File: config.mk
export PLATFORM = sky130hd
export DESIGN_NAME = rx_source_arbiter
export DESIGN_NICKNAME = d
export VERILOG_FILES = /design/src/rtl/rx_source_arbiter.sv
export SDC_FILE = /design/constraint.sdc
export NUM_CORES = 1
export LEC_CHECK = 0
export CAP_MARGIN = 40
export CELL_PAD_IN_SITES_DETAIL_PLACEMENT = 1
export CELL_PAD_IN_SITES_GLOBAL_PLACEMENT = 2
export CORE_UTILIZATION = 38
export CTS_CLUSTER_DIAMETER = 60
export DETAILED_ROUTE_END_ITERATION = 16
export PLACE_DENSITY = 0.87
export SLEW_MARGIN = 20
export SYNTH_ARGS = -nofsm -noshare
export SYNTH_HDL_FRONTEND = slang
export SYNTH_SLANG_ARGS = --single-unit
File: constraint.sdc
create_clock -name clk_in -period 2.36 [get_ports clk_in]
set_input_delay 0.354 -clock clk_in [delete_from_list [all_inputs] [get_ports clk_in]]
set_output_delay 0.354 -clock clk_in [all_outputs]
set_load 0.05 [all_outputs]
File: src/rtl/rx_source_arbiter.sv
`timescale 1ns/1ps
// Shares one byte-stream sink between a UART (A) and SPI (B) receiver: per-source
// skid FIFOs, command-locked round-robin grant, and paced single-cycle output strobes.

module rx_skid_fifo #(
    parameter int DEPTH = 4
) (
    input  logic       clk_in,
    input  logic       rstb,
    input  logic [7:0] wr_data,
    input  logic       wr_en,
    input  logic       rd_en,
    output logic [7:0] head,
    output logic       empty,
    output logic       overflow_evt
);
    localparam int AW = $clog2(DEPTH);
    localparam int CW = AW + 1;

    logic [7:0]    mem [DEPTH];
    logic [AW-1:0] wr_ptr;
    logic [AW-1:0] rd_ptr;
    logic [CW-1:0] count;
    logic          full;
    logic          do_wr;
    logic          do_rd;

    assign full         = (count == CW'(DEPTH));
    assign empty        = (count == '0);
    assign do_rd        = rd_en && !empty;
    // A pop on the same edge frees a slot, so a full FIFO still takes the byte.
    assign do_wr        = wr_en && (!full || do_rd);
    assign overflow_evt = wr_en && !do_wr;
    assign head         = mem[rd_ptr];

    always_ff @(posedge clk_in or negedge rstb) begin
        if (!rstb) begin
            wr_ptr <= '0;
            rd_ptr <= '0;
            count  <= '0;
        end else begin
            if (do_wr) wr_ptr <= wr_ptr + AW'(1);
            if (do_rd) rd_ptr <= rd_ptr + AW'(1);
            case ({do_wr, do_rd})
                2'b10:   count <= count + CW'(1);
                2'b01:   count <= count - CW'(1);
                default: count <= count;
            endcase
        end
    end

    always_ff @(posedge clk_in) begin
        if (do_wr) mem[wr_ptr] <= wr_data;
    end
endmodule

module rx_source_arbiter #(
    parameter int FIFO_DEPTH   = 4,
    parameter int IDLE_TIMEOUT = 64,
    parameter int BYTE_GAP     = 4
) (
    input  logic       clk_in,
    input  logic       rstb,
    input  logic [7:0] a_data,
    input  logic       a_valid,
    input  logic [7:0] b_data,
    input  logic       b_valid,
    input  logic       ovf_clear,
    output logic [7:0] data_out,
    output logic       data_valid,
    output logic       grant_a,
    output logic       grant_b,
    output logic       a_overflow,
    output logic       b_overflow
);
    // state  | meaning
    // IDLE   | no lock held; arbitrate between non-empty FIFOs
    // LOCK_A | source A owns the output until its stream goes quiet
    // LOCK_B | source B owns the output until its stream goes quiet
    typedef enum logic [1:0] {IDLE = 2'd0, LOCK_A = 2'd1, LOCK_B = 2'd2} state_t;

    localparam int IW = (IDLE_TIMEOUT > 1) ? $clog2(IDLE_TIMEOUT) : 1;
    localparam int GW = (BYTE_GAP > 1) ? $clog2(BYTE_GAP) : 1;
    localparam logic [IW-1:0] IDLE_LAST = IW'(IDLE_TIMEOUT - 1);
    localparam logic [GW-1:0] GAP_LOAD  = GW'(BYTE_GAP - 1);

    state_t        state;
    state_t        state_nxt;
    logic          last_b;
    logic [GW-1:0] gap_cnt;
    logic [IW-1:0] idle_cnt;
    logic          pop_a;
    logic          pop_b;
    logic          src_active;
    logic          timeout;
    logic          a_empty;
    logic          b_empty;
    logic          a_ovf_evt;
    logic          b_ovf_evt;
    logic [7:0]    a_head;
    logic [7:0]    b_head;

    rx_skid_fifo #(.DEPTH(FIFO_DEPTH)) u_fifo_a (
        .clk_in       (clk_in),
        .rstb         (rstb),
        .wr_data      (a_data),
        .wr_en        (a_valid),
        .rd_en        (pop_a),
        .head         (a_head),
        .empty        (a_empty),
        .overflow_evt (a_ovf_evt)
    );

    rx_skid_fifo #(.DEPTH(FIFO_DEPTH)) u_fifo_b (
        .clk_in       (clk_in),
        .rstb         (rstb),
        .wr_data      (b_data),
        .wr_en        (b_valid),
        .rd_en        (pop_b),
        .head         (b_head),
        .empty        (b_empty),
        .overflow_evt (b_ovf_evt)
    );

    assign timeout = (idle_cnt == IDLE_LAST);

    always_ff @(posedge clk_in or negedge rstb) begin
        if (!rstb) state <= IDLE;
        else       state <= state_nxt;
    end

    always_comb begin
        state_nxt = state;
        case (state)
            IDLE: begin
                // last_b set means A wins a tie
                if (!a_empty && (b_empty || last_b)) state_nxt = LOCK_A;
                else if (!b_empty)                  state_nxt = LOCK_B;
            end
            LOCK_A, LOCK_B: begin
                if (timeout) state_nxt = IDLE;
            end
            default: state_nxt = IDLE;
        endcase
    end

    always_comb begin
        grant_a    = (state == LOCK_A);
        grant_b    = (state == LOCK_B);
        pop_a      = grant_a && !a_empty && (gap_cnt == '0);
        pop_b      = grant_b && !b_empty && (gap_cnt == '0);
        src_active = grant_a ? (a_valid || !a_empty) : (b_valid || !b_empty);
    end

    always_ff @(posedge clk_in or negedge rstb) begin
        if (!rstb) begin
            last_b     <= 1'b1;
            gap_cnt    <= '0;
            idle_cnt   <= '0;
            data_out   <= 8'h00;
            data_valid <= 1'b0;
            a_overflow <= 1'b0;
            b_overflow <= 1'b0;
        end else begin
            if (state_nxt == LOCK_A)      last_b <= 1'b0;
            else if (state_nxt == LOCK_B) last_b <= 1'b1;

            if (pop_a || pop_b)       gap_cnt <= GAP_LOAD;
            else if (gap_cnt != '0)   gap_cnt <= gap_cnt - GW'(1);

            if (state == IDLE || src_active) idle_cnt <= '0;
            else if (!timeout)               idle_cnt <= idle_cnt + IW'(1);

            data_valid <= pop_a || pop_b;
            if (pop_a)      data_out <= a_head;
            else if (pop_b) data_out <= b_head;

            if (a_ovf_evt)      a_overflow <= 1'b1;
            else if (ovf_clear) a_overflow <= 1'b0;
            if (b_ovf_evt)      b_overflow <= 1'b1;
            else if (ovf_clear) b_overflow <= 1'b0;
        end
    end
endmodule

# Word-level counts from Yosys, hierarchy flattened
# Memories as Yosys holds them, arrays and structs flattened.
# Index checks and enable logic that the tools add are counted.
dict set report classes {
  add_sub_neg 10
  shifts 0
  n_eq_ne 12
  bitwise 0
  magnitude_cmp 0
  n_mux 22
  reduce_logical 37
  n_mul 0
  n_div 0
}
# cell n
set ops {}
lappend ops {{8-bit 2-to-1 mux} 2}
lappend ops {{2-bit nonzero test} 8}
lappend ops {{6-bit 2-to-1 mux} 2}
lappend ops {{3-bit one-hot mux with 2 select lines} 2}
lappend ops {{1-bit logical AND} 11}
lappend ops {{1-bit 2-to-1 mux} 10}
lappend ops {{2-bit 2-to-1 mux} 5}
lappend ops {{2-bit by 1-bit adder with 2-bit output, second input constant} 4}
lappend ops {{2-bit by 1-bit == test with 1-bit output, second input constant} 4}
lappend ops {{2-bit == test, second input constant} 4}
lappend ops {{1-bit logical OR} 7}
lappend ops {{3-bit by 1-bit adder with 3-bit output, second input constant} 2}
lappend ops {{6-bit by 1-bit adder with 6-bit output, second input constant} 1}
lappend ops {{3-bit == test, second input constant} 2}
lappend ops {{6-bit == test, second input constant} 1}
lappend ops {{1-bit logical NOT} 6}
lappend ops {{3-bit logical NOT} 2}
lappend ops {{3-bit by 1-bit subtractor with 3-bit output, second input constant} 2}
lappend ops {{2-bit logical NOT} 2}
lappend ops {{2-bit one-hot mux with 2 select lines} 1}
lappend ops {{2-bit by 1-bit inequality test with 1-bit output, second input constant} 1}
lappend ops {{2-bit OR reduction} 1}
lappend ops {{2-bit by 1-bit subtractor with 2-bit output, second input constant} 1}
dict set report word_totals {
  memories 2
  output_inout_bits 13
  romBits 0
  ramBits 64
  latch_bits 0
  ff_bits 36
}
# memory words width rd rd_ports_with_merged_regs write_ports line
set mem_list {}
lappend mem_list {u_fifo_a.mem 4 8 1 0 1 20} ;# logic [7:0] mem [DEPTH];
lappend mem_list {u_fifo_b.mem 4 8 1 0 1 20}

# Logic depth before layout (Yosys ltp)
# Gate-level depths: netlist of run 1.
dict set report depth {
  depth_word 10
  depth_mapped 12
}

# By module
# Synthesis of run 1 repeated with hierarchy kept, for this count alone.
dict set report unflattened {
  cells_unflattened 265
  hier_area_um2 4299.1
}
# module area_each_um2 n_inst seq_area_each_um2 cells_per_inst
set modules_own_cells {}
lappend modules_own_cells {rx_skid_fifo 1591.5 2 1136.1 80}
lappend modules_own_cells {rx_source_arbiter 1116.1 1 551.8 105}

# Worst setup path after synthesis of run 1
# OpenSTA, ideal clock, no wires.
dict set report synth_timing {
  kind {register to register}
  start {reg state[0]}
  end {reg u_fifo_b.count[2]}
  required_time_ns 2.266
  stages_incl_launch_ff 10
  slack_ns -0.472
  arrival_ns 2.739
  path_buffers 2
  setup_time_ns 0.094
  cell_sequence {dfrtp_1 -> inv_1 -> ha_1 -> o311a_1 -> buf_6 -> clkbuf_1 -> nand2_1 -> fa_1 -> a2111o_1 -> a221oi_2}
}
dict set report synth_via {
  elab_chain_len 8
}
# item line
set synth_rtl {}
lappend synth_rtl {{start, declared} 87} ;# state_t state;
lappend synth_rtl {{start signal, assigned} 129} ;# else state <= state_nxt;
lappend synth_rtl {{2-bit == test *} 149} ;# grant_b = (state == LOCK_B);
lappend synth_rtl {{via grant_b} 72} ;# output logic grant_b,
lappend synth_rtl {{1-bit logical AND * (2 in series)} 151} ;# pop_b = grant_b && !b_empty && (gap_cnt == '0);
lappend synth_rtl {{1-bit logical AND *} 30} ;# assign do_rd = rd_en && !empty;
lappend synth_rtl {{1-bit logical OR} 32} ;# assign do_wr = wr_en && (!full || do_rd);
lappend synth_rtl {{1-bit logical AND} 32}
lappend synth_rtl {{2-bit by 1-bit == test with 1-bit output / 2-bit == test (equally long branches)} 44} ;# case ({do_wr, do_rd})
lappend synth_rtl {{3-bit one-hot mux with 2 select lines / 2-bit nonzero test (equally long branches)} n/a}
lappend synth_rtl {{end signal, assigned} 45} ;# 2'b10: count <= count + CW'(1);
lappend synth_rtl {{end signal, assigned} 46} ;# 2'b01: count <= count - CW'(1);
lappend synth_rtl {{end signal, assigned} 47} ;# default: count <= count;
lappend synth_rtl {{end, declared} 23} ;# logic [CW-1:0] count;
# The timed path passes the listed nets; every way through them passes the cells marked *.
# A chain may end at the register's enable or synchronous reset.

# Worst setup path in the final report of run 1
dict set report layout_timing {
  start {reg state[0]}
  end {out grant_b}
}
dict set report layout_via {
  elab_chain_len 1
}
# item line
set layout_rtl {}
lappend layout_rtl {{2-bit == test} 149}
lappend layout_rtl {{end, declared} 72}
# No other way between the ends.

==> results of run 1 <==
area by class of cell:
class	count	area (sq um)	area share [%]
repair buffers	43	425.4	8.124
flip-flops and latches	100	2824	53.93
multi-input cells	161	1421	27.14
well taps	140	175.2	3.345
inverters	21	78.83	1.505
clock buffers	9	225.2	4.301
clock inverters	7	86.33	1.649
cells by family after synthesis:
family / Yosys count
AO/OA/AOI/OAI: 42
XOR/XNOR: 11
adder cells (fa/ha/maj): 18
buffers and inverters: 36
flip-flops: 100
multiplexers: 20
AND/OR/NAND/NOR: 70
flip-flops by register name (all words and copies together), names as in the netlist:
signal and count:
data_out 8, b_overflow 1, data_valid 1, idle_cnt 6, u_fifo_b.mem 32, u_fifo_a.rd_ptr 2, last_b 1, state 2
u_fifo_b.count 3, a_overflow 1, u_fifo_a.mem 32, u_fifo_b.rd_ptr 2, gap_cnt 2, u_fifo_b.wr_ptr 2, u_fifo_a.wr_ptr 2, u_fifo_a.count 3
layer usage:
metal	global-route usage [%]	part of all wire (%)	up-vias
li1	-	-	1187
met1	20.41	42	1332
met2	30.82	52	48
met3	5.513	4.2	14
met4	5.333	1.4	0
met5	0	0	-
worst max-delay path by stage:
stage | from | end | slack (ns) | depth (start not counted)
after floorplan | state[1] | u_fifo_a.count[2] | -0.07 | 11
after global placement | b_valid | u_fifo_b.count[2] | 0.18 | 6
after detailed placement | b_valid | u_fifo_b.count[2] | 0.13 | 6
after CTS | state[1] | grant_a | 0.03 | 3
after global routing | state[0] | grant_b | 0.01 | 3
final | state[0] | grant_b | 0.1 | 3
power groups by stage:
stage	sequential (mW)	clock [mW]	combinational (mW)
2_1_floorplan	2.84	0	1.14
3_3_place_gp	2.71	0	1.79
3_5_place_dp	2.75	0	1.91
4_1_cts	2.72	1.57	1.92
5_1_grt	2.78	1.62	2.07
6_report	2.71	1.52	1.89
critical path, stage by stage, from the launching register on:
cell and delay [ns]:
dfrtp_1 0.44, inv_1 0.15, ha_4 0.17, clkdlybuf4s50_1 0.80
cells in the final DEF (no fill, tap or decap), types with 3 or more instances in the layout:
cell type | netlist | layout
a21oi_1 | 4 | 4
xnor2_1 | 7 | 7
edfxtp_1 | 64 | 64
xor2_1 | 4 | 4
nand2_1 | 23 | 23
a2111oi_0 | 3 | 3
buf_4 | 1 | 8
nor2_1 | 14 | 14
dfrtp_1 | 35 | 35
nand3_1 | 7 | 7
clkdlybuf4s50_1 | 0 | 31
mux4_2 | 16 | 16
a31oi_1 | 11 | 11
clkbuf_16 | 0 | 9
o21ai_0 | 6 | 6
inv_1 | 21 | 21
and2_1 | 9 | 9
ha_1 | 16 | 13
a211oi_1 | 3 | 3
nor3_1 | 5 | 5
timing repair:
item                                   CTS  global route
setup endpoints to repair                0             2
resized for setup                        0             2
endpoints found under the hold margin   13             0
hold buffers                             1             0
==> metrics.md, run 1 <==
| Metric | Value |
|---|---|
| Status | `complete, no violations` |
| Lkg Pwr | `around 2.0 nW` |
| Synthesized area per cell | `between 10 and 15 sq um` |
| NetSw | `2.157 mW` |
| Setup violations, final | `0` |
| Rel. slew slack | `about three fifths` |
| Core area | `11,030 sq um` |
| Post-synthesis instance total | `297` |
| Post-Layout Cell Count | `481` |
| Fin. Hold Viols | `0` |
| Synth Area in Compound Gates | `under 10%` |
| Share of cells above drive strength 1 | `14.96%` |
| Post-Synth Simple-Gate Area | `7.857%` |
| Sw frac | `35.18%` |
| Clock root buffer master | `clkbuf_16` |
| Kind of end point of the critical path | `output port` |
| Final Power | `6.131 mW` |
| Starting DRT DRC Count | `130` |
| Ant diodes | `0` |
| Final net count | `375` |
| Final hold slack | `~0.46 ns` |
| Initial cell density of the core | `39.70%` |
| FF-to-FF setup slack | `0.21 ns` |
| Final worst slack | `0.09886 ns` |
| Most used DFF post-synth | `edfxtp_1` |
| Input/output buffers | `33` |
| Reg clk slew, reported paths | `roughly 0.070 ns` |
| Filler cell count | `roughly 1.1k` |
| Row count | `38` |
| Fraction of registers with async set/reset | `between 30% and 40%` |
| Crit path DAT | `1.91 ns` |
| Mapped cell area | `4379 sq um` |
| Worst r2r src | `gap_cnt[0]` |
| Die X | `about 110 um` |
| Reg2reg end | `u_fifo_b.count[2]` |
| Worst R2R Path Depth | `7` |
| Die area | `11,960 sq um` |
| Clock Latency Late Sink | `0.35 ns` |
| Max Fanout on Critical Path | `5` |
| Fin crit period | `~2.3 ns` |
| Peak VDD IR | `0.8332 mV` |
| Mean routed wirelength per cell | `19.09 um` |
| Largest family of logic cells by synthesized area | `multiplexers` |
| XOR/XNOR share of the synthesized area | `under 10%` |
| Most common cell in the synthesized netlist | `edfxtp_1` |
| DP HPWL | `6436 um` |
| Dpl cells | `464` |
| Clock group share of total power | `24.9%` |
| DRT Wirelength | `roughly 9200 um` |
| 1st-pass router iterations | `4` |
| Area share of the largest cell type after synthesis | `43.89%` |
| Fin area | `5236 sq um` |
| Slew Limit Fails | `0` |
| Largest net degree at the start of global routing | `24` |
| Place WS | `0.1280 ns` |
| Synth Register Bits | `100` |
| Yosys warns | `0` |
| Clk sinks | `100` |
| Flop pwr share | `~44%` |
| First-pass GRT wire length | `14,930 um` |
| Post-DP Area | `4910 sq um` |
| Vias per cell | `~5.4` |
| Synth cell types | `between 40 and 50` |
| Vias | `2,581` |
| Die H | `109.4 um` |
| RSZ-0062 raised after global routing | `false` |
| Boundary pin count | `34` |
| Initial antenna violation count | `0` |
| Fmax | `0.4423 GHz` |
| Worst Max-Slew Pin Slew | `0.6285 ns` |
| CTS H-tree depth | `3` |
| GP Congestion | `about 0.78` |
| Cell-internal power | `3.974 mW` |
| EDFF count, synth | `64` |
| Final Core Density | `about 47%` |
| CTS Buf Count | `9` |
| Mux contribution to synthesized area | `9.200%` |
| Worst EP required | `2.01 ns` |
| Vias in the first global route | `around 2.9k` |
| WS Path Type | `reg -> out` |
| Total GRT Usage | `about 18%` |
| Setup tns final | `0 ns` |
| Top post-synthesis cells by count | `64 x edfxtp_1, 35 x dfrtp_1, 23 x nand2_1, 21 x inv_1` |
| Hold/Removal Path Class | `in -> async` |
| Post-Syn Nets | `336` |
| Post-synthesis sequential area ratio | `64.49%` |
| Max Cap Viol | `0` |
| Comb pwr share | `30.9%` |
| Period utilization | `95.81%` |
| Setup Fix Bufs, Post-CTS | `0` |
| Area leader, netlist | `edfxtp_1` |
| Largest cells by area after synthesis | `edfxtp_1 44%, dfrtp_1 20%, mux4_2 8.2%` |
| Worst Setup Start Kind | `flip-flop` |
| CTS tree | `done` |
| CTS Buffer Depth | `2` |
| Area grow syn2layout | `19.57%` |
| Routed Antenna Nets | `0` |
| Layout Skew | `0.008125 ns` |
| Pwr Density | `approximately 1200 nW/um^2` |
| DR DRC count | `0` |
| Global route overflow | `0` |
| Adder-cell area share of the yosys netlist | `around 5.5%` |
No activity file was read; power rests on OpenSTA's default activity.
==> inputs of run 2 (changes only) <==
Settings changed: PLACE_DENSITY 0.87 to 0.85, SYNTH_HIERARCHICAL from default to 1.
==> run 2 against run 1 <==
  * The flow now finishes with violations (setup timing)
  * First-iteration DRC count shrank 48%
  * Die area shrank 1.8%
  * Critical path depth is 9 higher
==> metrics.md, run 2 <==
| Metric | Value |
|---|---|
| Cell repeated most along the worst path | `xor2_1` |
| Peak VDD IR | `0.7352 mV` |
| Worst Max-Slew Pin Slew | `about 0.63 ns` |
| Largest net degree at the start of global routing | `24` |
| Most used DFF post-synth | `edfxtp_1` |
| Final Core Density | `49.16%` |
| CTS Buf Count | `9` |
| Hold/Removal Path Class | `reg -> reg` |
| Status | `complete, but fails checks` |
| Pwr Density | `between 1000 and 1500 nW/um^2` |
| Area share of the largest cell type after synthesis | `44.70%` |
| Input/output buffers | `33` |
| Boundary pin count | `34` |
| Worst EP required | `2.63 ns` |
| Final worst slack | `-0.07058 ns` |
| Initial antenna violation count | `0` |
| Max incr delay on CP | `0.39 ns` |
| FF-to-FF setup slack | `-0.07 ns` |
| Routed Antenna Nets | `0` |
| WS Path Type | `reg -> reg` |
| Yosys warns | `6` |
| Synth cell types | `41` |
| Max Fanout on Critical Path | `2` |
| Slew Limit Fails | `0` |
| Final net count | `368` |
| Post-synthesis sequential area ratio | `65.69%` |
| Fin. Hold Viols | `0` |
| Die area | `11,740 sq um` |
| CTS Buffer Depth | `2` |
| Global route overflow | `0` |
| First-pass GRT wire length | `14,200 um` |
| Top post-synthesis cells by count | `64 x edfxtp_1, 35 x dfrtp_1, 19 x inv_1, 17 x ha_1, 16 x mux4_2` |
| RSZ-0062 raised after global routing | `true` |
| Post-DP Area | `5005 sq um` |
| Ant diodes | `0` |
| Most common cell after layout, fill and taps aside | `edfxtp_1` |
| Post-synthesis instance total | `~270` |
| Post-Syn Nets | `305` |
| CTS H-tree depth | `3` |
| Starting DRT DRC Count | `68` |
| GP Congestion | `0.7551` |
| Share of cells above drive strength 1 | `between 20% and 30%` |
| Vias in the first global route | `2,604` |
| Failing checks | `setup timing` |
| DRT Wirelength | `between 8000 and 9000 um` |
| 1st-pass router iterations | `4` |
| Reg clk slew, reported paths | `0.07 ns` |
| Mapped cell area | `4299 sq um` |
| Largest regs | `u_fifo_a/mem (32), u_fifo_b/mem (32), data_out (8)` |
| Die X | `108.4 um` |
| Fin crit period | `2.431 ns` |
| Die H | `108.4 um` |
| Core area | `10,940 sq um` |
| Synthesized area per cell | `roughly 16 sq um` |
| Row count | `38` |
| Initial cell density of the core | `39.31%` |
| Period utilization | `103.0%` |
| Worst Setup Start Kind | `flip-flop` |
| Final Power | `just under 7 mW` |
| Setup violations, final | `1` |
| Rel. slew slack | `58.00%` |
| Crit-path cells | `nor3_2 -> and2b_2 -> and2_4 -> nor4b_4 -> nor2b_2 -> inv_1 -> ha_2 -> inv_2 -> fa_2 -> xor2_1 -> nor2_1 -> xor2_1` |
| Layout Skew | `0.007670 ns` |
| Synth Register Bits | `100` |
| DR DRC count | `0` |
| Largest cells by area after synthesis | `edfxtp_1 45%, dfrtp_1 20%, mux4_2 8.4%` |
| Max Cap Viol | `0` |
| Most common cell in the synthesized netlist | `edfxtp_1` |
| Area grow syn2layout | `25.06%` |
| Vias per cell | `5.013` |
| Mean routed wirelength per cell | `roughly 19 um` |
| Commonest cells after routing, fill and taps aside | `64 x edfxtp_1, 34 x dfrtp_1, 32 x clkdlybuf4s50_1` |
| Fin area | `5376 sq um` |
| Total GRT Usage | `16.98%` |
| Critical path's slowest cell | `dfrtp_1` |
| Area leader, netlist | `edfxtp_1` |
| Lkg Pwr | `2.169 nW` |
| Vias | `2,371` |
| CTS tree | `done` |
| Fmax | `0.4114 GHz` |
| Clock Latency Late Sink | `0.35 ns` |
| Clk sinks | `100` |
| Crit path DAT | `2.70 ns` |
| Kind of end point of the critical path | `flip-flop` |
| DP HPWL | `6173 um` |
| Fraction of registers with async set/reset | `36.00%` |
| Clock root buffer master | `clkbuf_16` |
| EDFF count, synth | `64` |
[run 2: cell types whose count changed in the layout (fill, tap and decap cells not counted), moves of 7 or more]
cell	before	now
a31oi_1	11	2
and2_1	9	0
nand2_1	23	14
inv_1	21	13
buf_4	8	24
mux2i_1	2	12
and2_2	0	10
nand3_1	7	0
[run 2: path summary, 6_finish.rpt]
check                                  start                 to  cells past startpoint
max reg2reg                u_fifo_b/count[0]  u_fifo_b/count[2]                     12
min                               b_overflow         b_overflow                      1
min in group asynchronous               rstb        idle_cnt[5]                      2
min reg2reg                       b_overflow         b_overflow                      1
max                        u_fifo_b/count[0]  u_fifo_b/count[2]                     12
max in group asynchronous               rstb        data_out[4]                      3
[run 2: layer usage]
metal | vias to the layer above | global-route usage (%) | part of all wire, %
met1 | 1225 | 20.37 | 43
met4 | 0 | 5.116 | 1.5
met3 | 12 | 4.702 | 3.3
met2 | 44 | 29.71 | 52
li1 | 1090 | - | -
met5 | - | 0 | 0
[run 2: cells by family after synthesis]
group / count (synthesis) / synth area share, %
flops: 100 / 65.69
fa+ha+maj: 19 / 5.879
xor+xnor: 14 / 2.852
simple gates: 52 / 7.567
mux: 30 / 11.87
compound gates: 25 / 3.813
buf+inv: 25 / 2.328
[run 2: layout make-up]
type                       instances  area, sq um
fill                            1077         5559
sequential                       100         2825
clock inverter                     7        87.58
inverter                          19        73.82
tap                              140        175.2
timing repair buffer              58        515.5
clock buffer                       9        225.2
multi-input combinational        140         1474
[run 2: repair_timing]
action | CTS | global route
hold buffers | 1 | 0
gates resized for setup | 1 | 3
endpoints found under the hold margin | 10 | 0
pin swaps | 4 | 1
setup endpoints to repair | 2 | 3
buffers inserted | 0 | 4
[run 2: worst max-delay path, delay by kind of cell, from the launching register on]
kind,cells,cell delay [ns]
buf+inv,2,0.11
simple gates,6,1.04
fa+ha+maj,2,0.51
xor+xnor,2,0.30
flops,1,0.39
[run 2: stage by stage]
| step | instances | TNS (ns) | hold slack (ns) | setup WS, ns |
|---|---|---|---|---|
| after global placement | 452 | 0 | 0.3552 | 0.02125 |
| after CTS | 469 | -0.1108 | 0.4919 | -0.1108 |
| after floorplan | 265 | -0.2547 | 0.05841 | -0.1315 |
| final | 473 | -0.07058 | 0.4828 | -0.07058 |
| after global routing | 473 | -0.2885 | 0.5180 | -0.1904 |
| after detailed placement | 452 | -0.1409 | 0.3733 | -0.1055 |
[run 2: power breakdown]
group	internal [mW]	switching, mW
clock	0.849	0.702
combinational	1.23	1.37
sequential	2.39	0.414
total	4.47	2.48
